<file path="config.mk">
export PLATFORM = sky130hd
export DESIGN_NAME = nivel_hambre
export DESIGN_NICKNAME = d
export VERILOG_FILES = /design/src/rtl/nivel_hambre_pkg.sv /design/src/rtl/nivel_hambre_antirrebote.sv /design/src/rtl/nivel_hambre.sv
export SDC_FILE = /design/constraint.sdc
export NUM_CORES = 1
export LEC_CHECK = 0
export BUFFER_PORTS_ARGS = -buffer_cell sky130_fd_sc_hd__buf_2
export CORE_AREA = 2 2 43 45
export CTS_CLUSTER_SIZE = 40
export DETAILED_ROUTE_END_ITERATION = 10
export DIE_AREA = 0 0 45 47
export MAX_ROUTING_LAYER = met4
export SYNTH_ARGS = -nofsm -noshare
export SYNTH_HDL_FRONTEND = slang
export SYNTH_SLANG_ARGS = --single-unit
export TNS_END_PERCENT = 5
</file>
<file path="constraint.sdc">
create_clock -name clk -period 1.7 [get_ports clk]
set_input_delay 0.085 -clock clk [delete_from_list [all_inputs] [get_ports clk]]
set_output_delay 0.085 -clock clk [all_outputs]
set_load 0.02 [all_outputs]
</file>
<file path="src/rtl/nivel_hambre_pkg.sv">
// Shared types and constants for the hunger-level block: debounce FSM states,
// level limits and saturating level helpers.
package nivel_hambre_pkg;

    typedef enum logic [1:0] {
        StSuelto          = 2'd0,
        StConfirmaPresion = 2'd1,
        StPresionado      = 2'd2,
        StConfirmaSuelta  = 2'd3
    } antirrebote_st_e;

    typedef logic [1:0] nivel_t;

    localparam nivel_t NIVEL_MAX = 2'd3;
    localparam nivel_t NIVEL_MIN = 2'd0;

    function automatic nivel_t nivel_sube(input nivel_t nivel);
        return (nivel == NIVEL_MAX) ? NIVEL_MAX : nivel_t'(nivel + 2'd1);
    endfunction

    function automatic nivel_t nivel_baja(input nivel_t nivel);
        return (nivel == NIVEL_MIN) ? NIVEL_MIN : nivel_t'(nivel - 2'd1);
    endfunction

endpackage

</file>
<file path="src/rtl/nivel_hambre_antirrebote.sv">
// Two-flop synchronizer plus debounce FSM for the food button. Reports the
// debounced level and a one-cycle (combinational) pulse on each accepted press.
module antirrebote
    import nivel_hambre_pkg::*;
#(
    parameter int unsigned DEBOUNCE_CYCLES = 4
) (
    input  logic clk_i,
    input  logic rst_ni,
    input  logic boton_i,
    output logic estable_o,
    output logic pulso_o
);

    localparam int unsigned CntW = $clog2(DEBOUNCE_CYCLES + 1);
    // The sample that enters a confirm state is the first stable one, so the
    // last needed sample arrives when the counter holds DEBOUNCE_CYCLES-1.
    localparam logic [CntW-1:0] CntFin = CntW'(DEBOUNCE_CYCLES - 1);

    logic            sync1_q;
    logic            sync2_q;
    antirrebote_st_e estado_q;
    antirrebote_st_e estado_d;
    logic [CntW-1:0] cnt_q;
    logic [CntW-1:0] cnt_d;

    always_ff @(posedge clk_i) begin
        if (!rst_ni) begin
            sync1_q  <= 1'b0;
            sync2_q  <= 1'b0;
            estado_q <= StSuelto;
            cnt_q    <= '0;
        end else begin
            sync1_q  <= boton_i;
            sync2_q  <= sync1_q;
            estado_q <= estado_d;
            cnt_q    <= cnt_d;
        end
    end

    always_comb begin
        estado_d = estado_q;
        cnt_d    = cnt_q;
        pulso_o  = 1'b0;
        unique case (estado_q)
            StSuelto: begin
                if (sync2_q) begin
                    estado_d = StConfirmaPresion;
                    cnt_d    = '0;
                end
            end
            StConfirmaPresion: begin
                if (!sync2_q) begin
                    estado_d = StSuelto;
                end else if (cnt_q == CntFin) begin
                    estado_d = StPresionado;
                    pulso_o  = 1'b1;
                end else begin
                    cnt_d = cnt_q + CntW'(1);
                end
            end
            StPresionado: begin
                if (!sync2_q) begin
                    estado_d = StConfirmaSuelta;
                    cnt_d    = '0;
                end
            end
            StConfirmaSuelta: begin
                if (sync2_q) begin
                    estado_d = StPresionado;
                end else if (cnt_q == CntFin) begin
                    estado_d = StSuelto;
                end else begin
                    cnt_d = cnt_q + CntW'(1);
                end
            end
        endcase
    end

    assign estable_o = (estado_q == StPresionado) || (estado_q == StConfirmaSuelta);

endmodule

</file>
<file path="src/rtl/nivel_hambre.sv">
// Hunger level tracker: debounced food presses raise the level, a free-running
// decay counter lowers it; Hambriento flags the empty level.
module nivel_hambre
    import nivel_hambre_pkg::*;
#(
    parameter int unsigned DEBOUNCE_CYCLES = 4,
    parameter int unsigned DECAY_CYCLES    = 50
) (
    input  logic       clk,
    input  logic       reset,
    input  logic       Boton_Comida,
    output logic [1:0] Nivel,
    output logic       Comida_Pulso,
    output logic       Hambriento
);

    localparam int unsigned DecW = (DECAY_CYCLES > 1) ? $clog2(DECAY_CYCLES) : 1;
    localparam logic [DecW-1:0] DecFin = DecW'(DECAY_CYCLES - 1);

    logic            acepta;
    logic            boton_estable;
    nivel_t          nivel_q;
    nivel_t          nivel_d;
    logic [DecW-1:0] decay_q;
    logic [DecW-1:0] decay_d;
    logic            pulso_q;
    logic            hambre_q;

    antirrebote #(
        .DEBOUNCE_CYCLES(DEBOUNCE_CYCLES)
    ) u_antirrebote (
        .clk_i    (clk),
        .rst_ni   (reset),
        .boton_i  (Boton_Comida),
        .estable_o(boton_estable),
        .pulso_o  (acepta)
    );

    // A press outranks a simultaneous decay wrap and restarts the decay period.
    always_comb begin
        nivel_d = nivel_q;
        decay_d = decay_q;
        if (acepta) begin
            nivel_d = nivel_sube(nivel_q);
            decay_d = '0;
        end else if (decay_q == DecFin) begin
            nivel_d = nivel_baja(nivel_q);
            decay_d = '0;
        end else begin
            decay_d = decay_q + DecW'(1);
        end
    end

    always_ff @(posedge clk) begin
        if (!reset) begin
            nivel_q  <= NIVEL_MAX;
            decay_q  <= '0;
            pulso_q  <= 1'b0;
            hambre_q <= 1'b0;
        end else begin
            nivel_q  <= nivel_d;
            decay_q  <= decay_d;
            pulso_q  <= acepta;
            hambre_q <= (nivel_d == NIVEL_MIN);
        end
    end

    // Presses can only be accepted from the released side of the debouncer.
    pulso_desde_suelto_a: assert property (
        @(posedge clk) disable iff (!reset) acepta |-> !boton_estable
    );

    assign Nivel        = nivel_q;
    assign Comida_Pulso = pulso_q;
    assign Hambriento   = hambre_q;

endmodule

</file>
==> results of run 1 <==
## through the flow
step | cells | setup slack, ps
floorplan | 72 | 161.8
global placement | 94 | 209.3
detailed placement | 94 | 208.8
CTS | 99 | 179.6
global route | 99 | 52.59
finish | 99 | 184.3
## critical path, delay by kind of cell (launching register included)
kind,cells,cell delay (ps)
DFF,1,330
and+or+nand+nor,2,540
adders and majority gates,2,410
AOI/OAI and AO/OA,1,160
## how the worst max path moves through the flow
stage	from	to	slack [ps]	cells after the start
floorplan	u_antirrebote.cnt_q[0]$_SDFFE_PN0P_	u_antirrebote.cnt_q[1]$_SDFFE_PN0P_	160	6
global route	u_antirrebote.cnt_q[0]$_SDFFE_PN0P_	u_antirrebote.cnt_q[1]$_SDFFE_PN0P_	50	5
CTS	u_antirrebote.cnt_q[0]$_SDFFE_PN0P_	u_antirrebote.cnt_q[1]$_SDFFE_PN0P_	180	5
detailed placement	u_antirrebote.cnt_q[0]$_SDFFE_PN0P_	u_antirrebote.cnt_q[1]$_SDFFE_PN0P_	210	5
finish	u_antirrebote.cnt_q[0]$_SDFFE_PN0P_	u_antirrebote.cnt_q[1]$_SDFFE_PN0P_	180	5
global placement	u_antirrebote.cnt_q[0]$_SDFFE_PN0P_	u_antirrebote.cnt_q[1]$_SDFFE_PN0P_	210	5
## cell type report
class | instances | area share [%]
tap | 17 | 2.665
sequential | 17 | 42.63
inverter | 4 | 1.881
timing repair buffer | 8 | 5.956
multi-input combinational | 49 | 43.57
clock buffer | 4 | 3.292
## flip-flops by register name (all words and copies together) (netlist names), named ones only
register	flops
u_antirrebote.sync2_q	1
Nivel	2
Hambriento	1
u_antirrebote.estado_q	1
decay_q	6
Comida_Pulso	1
u_antirrebote.cnt_q	3
u_antirrebote.sync1_q	1
## logic make-up after synthesis
family	after synthesis	synth area share, %
DFF	17	47.89
muxes	1	1.409
AOI/OAI and AO/OA	14	11.97
and+or+nand+nor	26	23.60
buffers and inverters	6	3.169
adders and majority gates	4	7.043
xor gates and xnor gates	4	4.930
## cell usage in the layout (no fill, tap or decap), types with 2 or more instances in the layout
cell and count:
nand2_1 2, a21boi_1 2, clkbuf_4 3, or4b_1 2
o21ai_0 6, xnor2_1 3, and2_1 3, ha_1 4
inv_1 4, buf_2 6, o211ai_1 2, or3_1 2
dfxtp_1 17, nor2_1 5, a21oi_1 2, nand3_1 2
## per-layer routing
layer	vias to the layer above	part of all wire (%)	GRT usage, %
met5	-	0	-
met4	0	0.92	8.824
met3	2	3.6	3.462
met2	7	41	18.00
met1	222	55	15.31
li1	277	-	-
## power by group
part	total (mW)	leakage (nW)	switching (mW)	internal, mW
combinational	0.0260	0.148	0.0126	0.0133
clock	0.207	0.0150	0.116	0.0909
sequential	0.414	0.138	0.00743	0.407
total	0.647	0.301	0.136	0.511
## what timing repair did
item	CTS	global route
hold buffers	1	0
hold endpoints to repair	1	0
setup buffers	0	0
==> run metrics, run 1 <==
top-count cell post-synth=dfxtp_1; Crit. End Element=register; Synth area leader=dfxtp_1; CP cell instances=ha_1 -> ha_1 -> and2_0 -> or3_1 -> a21boi_0; cell area power density=810.7 mW/mm2; Reg area=340.3 um2; worst hold start=reset; Syn Nets=79; # nets final=90; EDFF count, synth=0; worst reg2reg path depth=5; Critical Path Start Type=register; Synth Instances=72; Worst-path clk slew=about 90 ps; Arr. time, crit path=roughly 1700 ps; YS warnings=0; Die H=47 um; area grow syn2layout=12.32%; initial antenna violation count=0; CP Max Fanout=5; first-pass GRT wire length=1787 um; Port-buffer cells=6; Final GP Congestion=0.7988; total gr overflow=0; top cell type's share of synthesized area=47.89%; Final Total Pwr=approximately 0.65 mW; die width=45 um; fin. max-slew vios=0; gr usage total=between 10% and 20%; Root Buffer=clkbuf_4; vias in the first global route=431; RSZ-0062 raised after global routing=no; CP max stage cell=or3_1; max cap viols=0; Initial DRT Pass Iterations=1; fin crit share=about nine tenths; Final Routed Wirelength=1086 um; Cell variety after synth=29; actual slew at the worst max-slew pin=475.0 ps; core box area=0.001652 mm2; Finished Cell Area=798.3 um2; total number of vias=508; max frequency=659.8 MHz; top cells by count, synth=dfxtp_1 (17), o21ai_0 (6), nor2_1 (5); Initial Util=between 40 and 50%; hpwl dp=776.8 um; post-synthesis sequential area ratio=a little under half; CTS tree=yes; Max-slew headroom=68.20%; DRC=0; mapped cell area=710.7 um2; Final Util=48.33%; # fillers=approximately 160; clk buf depth=2; row count=15; fin crit period=1516 ps; Max H-tree Level=1; I/O Pins=7; WHS=roughly 75 ps; Ant. Diodes=0; DIE AREA=between 0.002 and 0.0025 mm2; Critical Path RT=between 1500 and 2000 ps; clk sinks=17; Worst Clk Skew=0.5314 ps; DRT iter0 DRCs=0; final antenna-violating net count=0; post-cts resize count=0; ys async rst share=0%; setup TNS=0 ps; Num CTS Buffers=3; final hold vios=0; largest net degree at the start of global routing=13; hold endpoint=Nivel[0]$_SDFF_PN1_; Leak Pwr=0.3012 nW; Routed wire per std cell=approximately 11 um; area occupied by multi-input gates=347.8 um2; outcome=completed; Area after DPL=between 700 and 800 um2; FF-to-FF setup slack=180 ps; Hold Crit Depth=2; critical path class=register to register; Crit Reg-Reg Endpoint=u_antirrebote.cnt_q[1]$_SDFFE_PN0P_; Main synth FF type=dfxtp_1; synthesized area per cell=slightly below 10 um2; layout cell share with drive strength beyond 1=around 13%; Worst R2R Start=u_antirrebote.cnt_q[0]$_SDFFE_PN0P_; IR drop worst, VDD=0.2969 mV; HP Class=input port to register; Via-to-Cell Ratio=between 5 and 6; largest cells by area after synthesis=dfxtp_1 (48%), ha_1 (7.0%), o21ai_0 (4.2%); clk_lat worst skew=280 ps; crit-path max cell delay=around 360 ps; final setup violation count=0; most used cell, CP=ha_1; #FFs+latches synth=17
No activity file was read; power rests on OpenSTA's default activity.
==> inputs of run 2 (changes only) <==
--- a/config.mk
+++ b/config.mk
@@ -12,4 +12,5 @@
 export DIE_AREA = 0 0 45 47
 export MAX_ROUTING_LAYER = met4
+export SETUP_SLACK_MARGIN = 0.2
 export SYNTH_ARGS = -nofsm -noshare
 export SYNTH_HDL_FRONTEND = slang
==> constraint.sdc (replaced) <==
create_clock -name clk -period 1.7 [get_ports clk]
set_input_delay 0.17 -clock clk [delete_from_list [all_inputs] [get_ports clk]]
set_output_delay 0.17 -clock clk [all_outputs]
set_load 0.02 [all_outputs]
==> run metrics, run 2 (synthesis gave the netlist of run 1 again) <==
outcome=completed; initial antenna violation count=0 (unchanged); total number of vias=522 (+2.8%); fin crit share=85.21% (-3.9 points); Final Util=49.70% (+1.4 points); number of flip-flops in the largest register=6 (unchanged); Area after DPL=764.5 um2 (+0.33%); critical path class=register to register; Root Buffer=clkbuf_4; layout cell share with drive strength beyond 1=21.95% (+8.5 points); NetSw=0.1390 mW (+2.3%); I/O Pins=7 (unchanged); Final Routed Wirelength=1083 um (-0.28%); Arr. time, crit path=1670 ps (-60 ps); CTS tree=yes; Setup WS pre-CTS=238.0 ps (+29.20 ps); DRT iter0 DRCs=0 (unchanged); die width=45 um (unchanged); WHS=89.12 ps (+14.55 ps); Critical Path RT=1920 ps (about the same); Die H=47 um (unchanged); Ant. Diodes=0 (unchanged); Worst Clk Skew=0.9381 ps (+0.4067 ps); final std cells w/o fill=99 (unchanged); final setup violation count=0 (unchanged); area occupied by multi-input gates=370.4 um2 (+6.5%); WP buf/inv=0 (unchanged); clk sinks=17 (unchanged); Routed wire per std cell=10.94 um (-0.28%); CP Max Fanout=2 (-3); DIE AREA=0.002115 mm2 (unchanged); Initial DRT Pass Iterations=1 (unchanged); largest net degree at the start of global routing=13 (unchanged); CP max stage cell=or4b_4; clk buf depth=2 (unchanged); max frequency=690.4 MHz (+4.6%); Finished Cell Area=820.8 um2 (+2.8%); most frequent cells in the layout=dfxtp_1 (15), buf_2 (6), nor2_1 (5), o21ai_0 (5), inv_1 (4); final hold vios=0 (unchanged); Max H-tree Level=1 (unchanged); cell area power density=792.6 mW/mm2 (-2.2%); Num CTS Buffers=3 (unchanged); Port-buffer cells=6 (unchanged); combinational share of power=4.0% (about the same); Critical Path Start Type=register; Crit. End Element=register; CP delay by family, top=simple AND/OR/NAND/NOR gates; FF-to-FF setup slack=250 ps (+70 ps); core box area=0.001652 mm2 (unchanged); HP Class=input port to register; IR drop worst, VDD=0.5544 mV (+87%); Clock power frac=32.2% (+0.3 points); row count=15 (unchanged); Setup WS post-layout=251.5 ps (+67.15 ps); Final GP Congestion=0.7456 (-6.7%); gr usage total=13.40% (+0.77 points); total gr overflow=0 (unchanged); clk_lat worst skew=280 ps (about the same); Worst-path clk slew=100 ps (about the same); Seq pwr share=63.7% (-0.3 points); RSZ-0062 raised after global routing=yes; Biggest register=decay_q; Max-slew headroom=66.09% (-2.1 points); Switching Fraction=21.37% (+0.38 points); DRC=0 (unchanged); Via-to-Cell Ratio=5.273 (+2.8%); # nets final=90 (unchanged); CP cell instances=ha_4 -> ha_2 -> or4b_4 -> a21boi_2; first-pass GRT wire length=1966 um (+10%); final antenna-violating net count=0 (unchanged); commonest non-fill, non-tap cell in the layout=dfxtp_1; Internal Power=0.5115 mW (about the same); Reg area=342.8 um2 (+0.74%); placed cells=94 (unchanged); # fillers=164 (+3.1%); crit-path max cell delay=510 ps (+150 ps); Final Total Pwr=0.6505 mW (+0.52%); Leak Pwr=0.3008 nW (-0.11%); fin. max-slew vios=0 (unchanged); actual slew at the worst max-slew pin=505.0 ps (+30.01 ps); max cap viols=0 (unchanged); setup TNS=0 ps (unchanged); Initial Util=43.03% (unchanged); hpwl dp=786.8 um (+1.3%); area grow syn2layout=15.49%; vias in the first global route=482 (+12%); fin crit period=1449 ps (-67.15 ps)
-- run 2: repair_timing --
item	in CTS	in global routing
buffers inserted	0	1
resized for setup	0	8
hold buffers	0	0
pin swaps	1	3
endpoints found under the hold margin	0	0
setup endpoints to repair	1	9
-- run 2: cell type report --
type,instances,area share (%)
Clock buffer,4,3.201
Inverter,4,1.829
Multi-Input combinational cell,49,45.12
Sequential cell,17,41.77
Tap cell,17,2.591
Timing Repair Buffer,8,5.488
-- run 2: power groups by stage --
stage / logic (mW) / clock network [mW] / registers (mW)
floorplan: 0.0188 / 0 / 0.422
global placement: 0.0244 / 0 / 0.423
detailed placement: 0.0245 / 0 / 0.424
CTS: 0.0246 / 0.221 / 0.415
global route: 0.0306 / 0.246 / 0.416
finish: 0.0262 / 0.210 / 0.415
-- run 2: path summary, 6_finish.rpt --
| path | depth (start not counted) | startpoint | to |
|---|---|---|---|
| worst min register to register | 1 | u_antirrebote.sync1_q$_SDFF_PN0_ | u_antirrebote.sync2_q$_SDFF_PN0_ |
| worst min-delay path | 2 | Boton_Comida | u_antirrebote.sync1_q$_SDFF_PN0_ |
| worst max register to register | 4 | u_antirrebote.cnt_q[1]$_SDFFE_PN0P_ | u_antirrebote.cnt_q[2]$_SDFFE_PN0P_ |
| worst max-delay path | 4 | u_antirrebote.cnt_q[1]$_SDFFE_PN0P_ | u_antirrebote.cnt_q[2]$_SDFFE_PN0P_ |
-- run 2: metal layers --
metal  track usage (%)  vias to the layer above  share of wire, %
li1                  -                      275                 -
met1             15.62                      240                49
met2             22.00                        7                47
met3             3.462                        0               3.7
met4             5.294                        0                 0
met5                 -                        -                 0
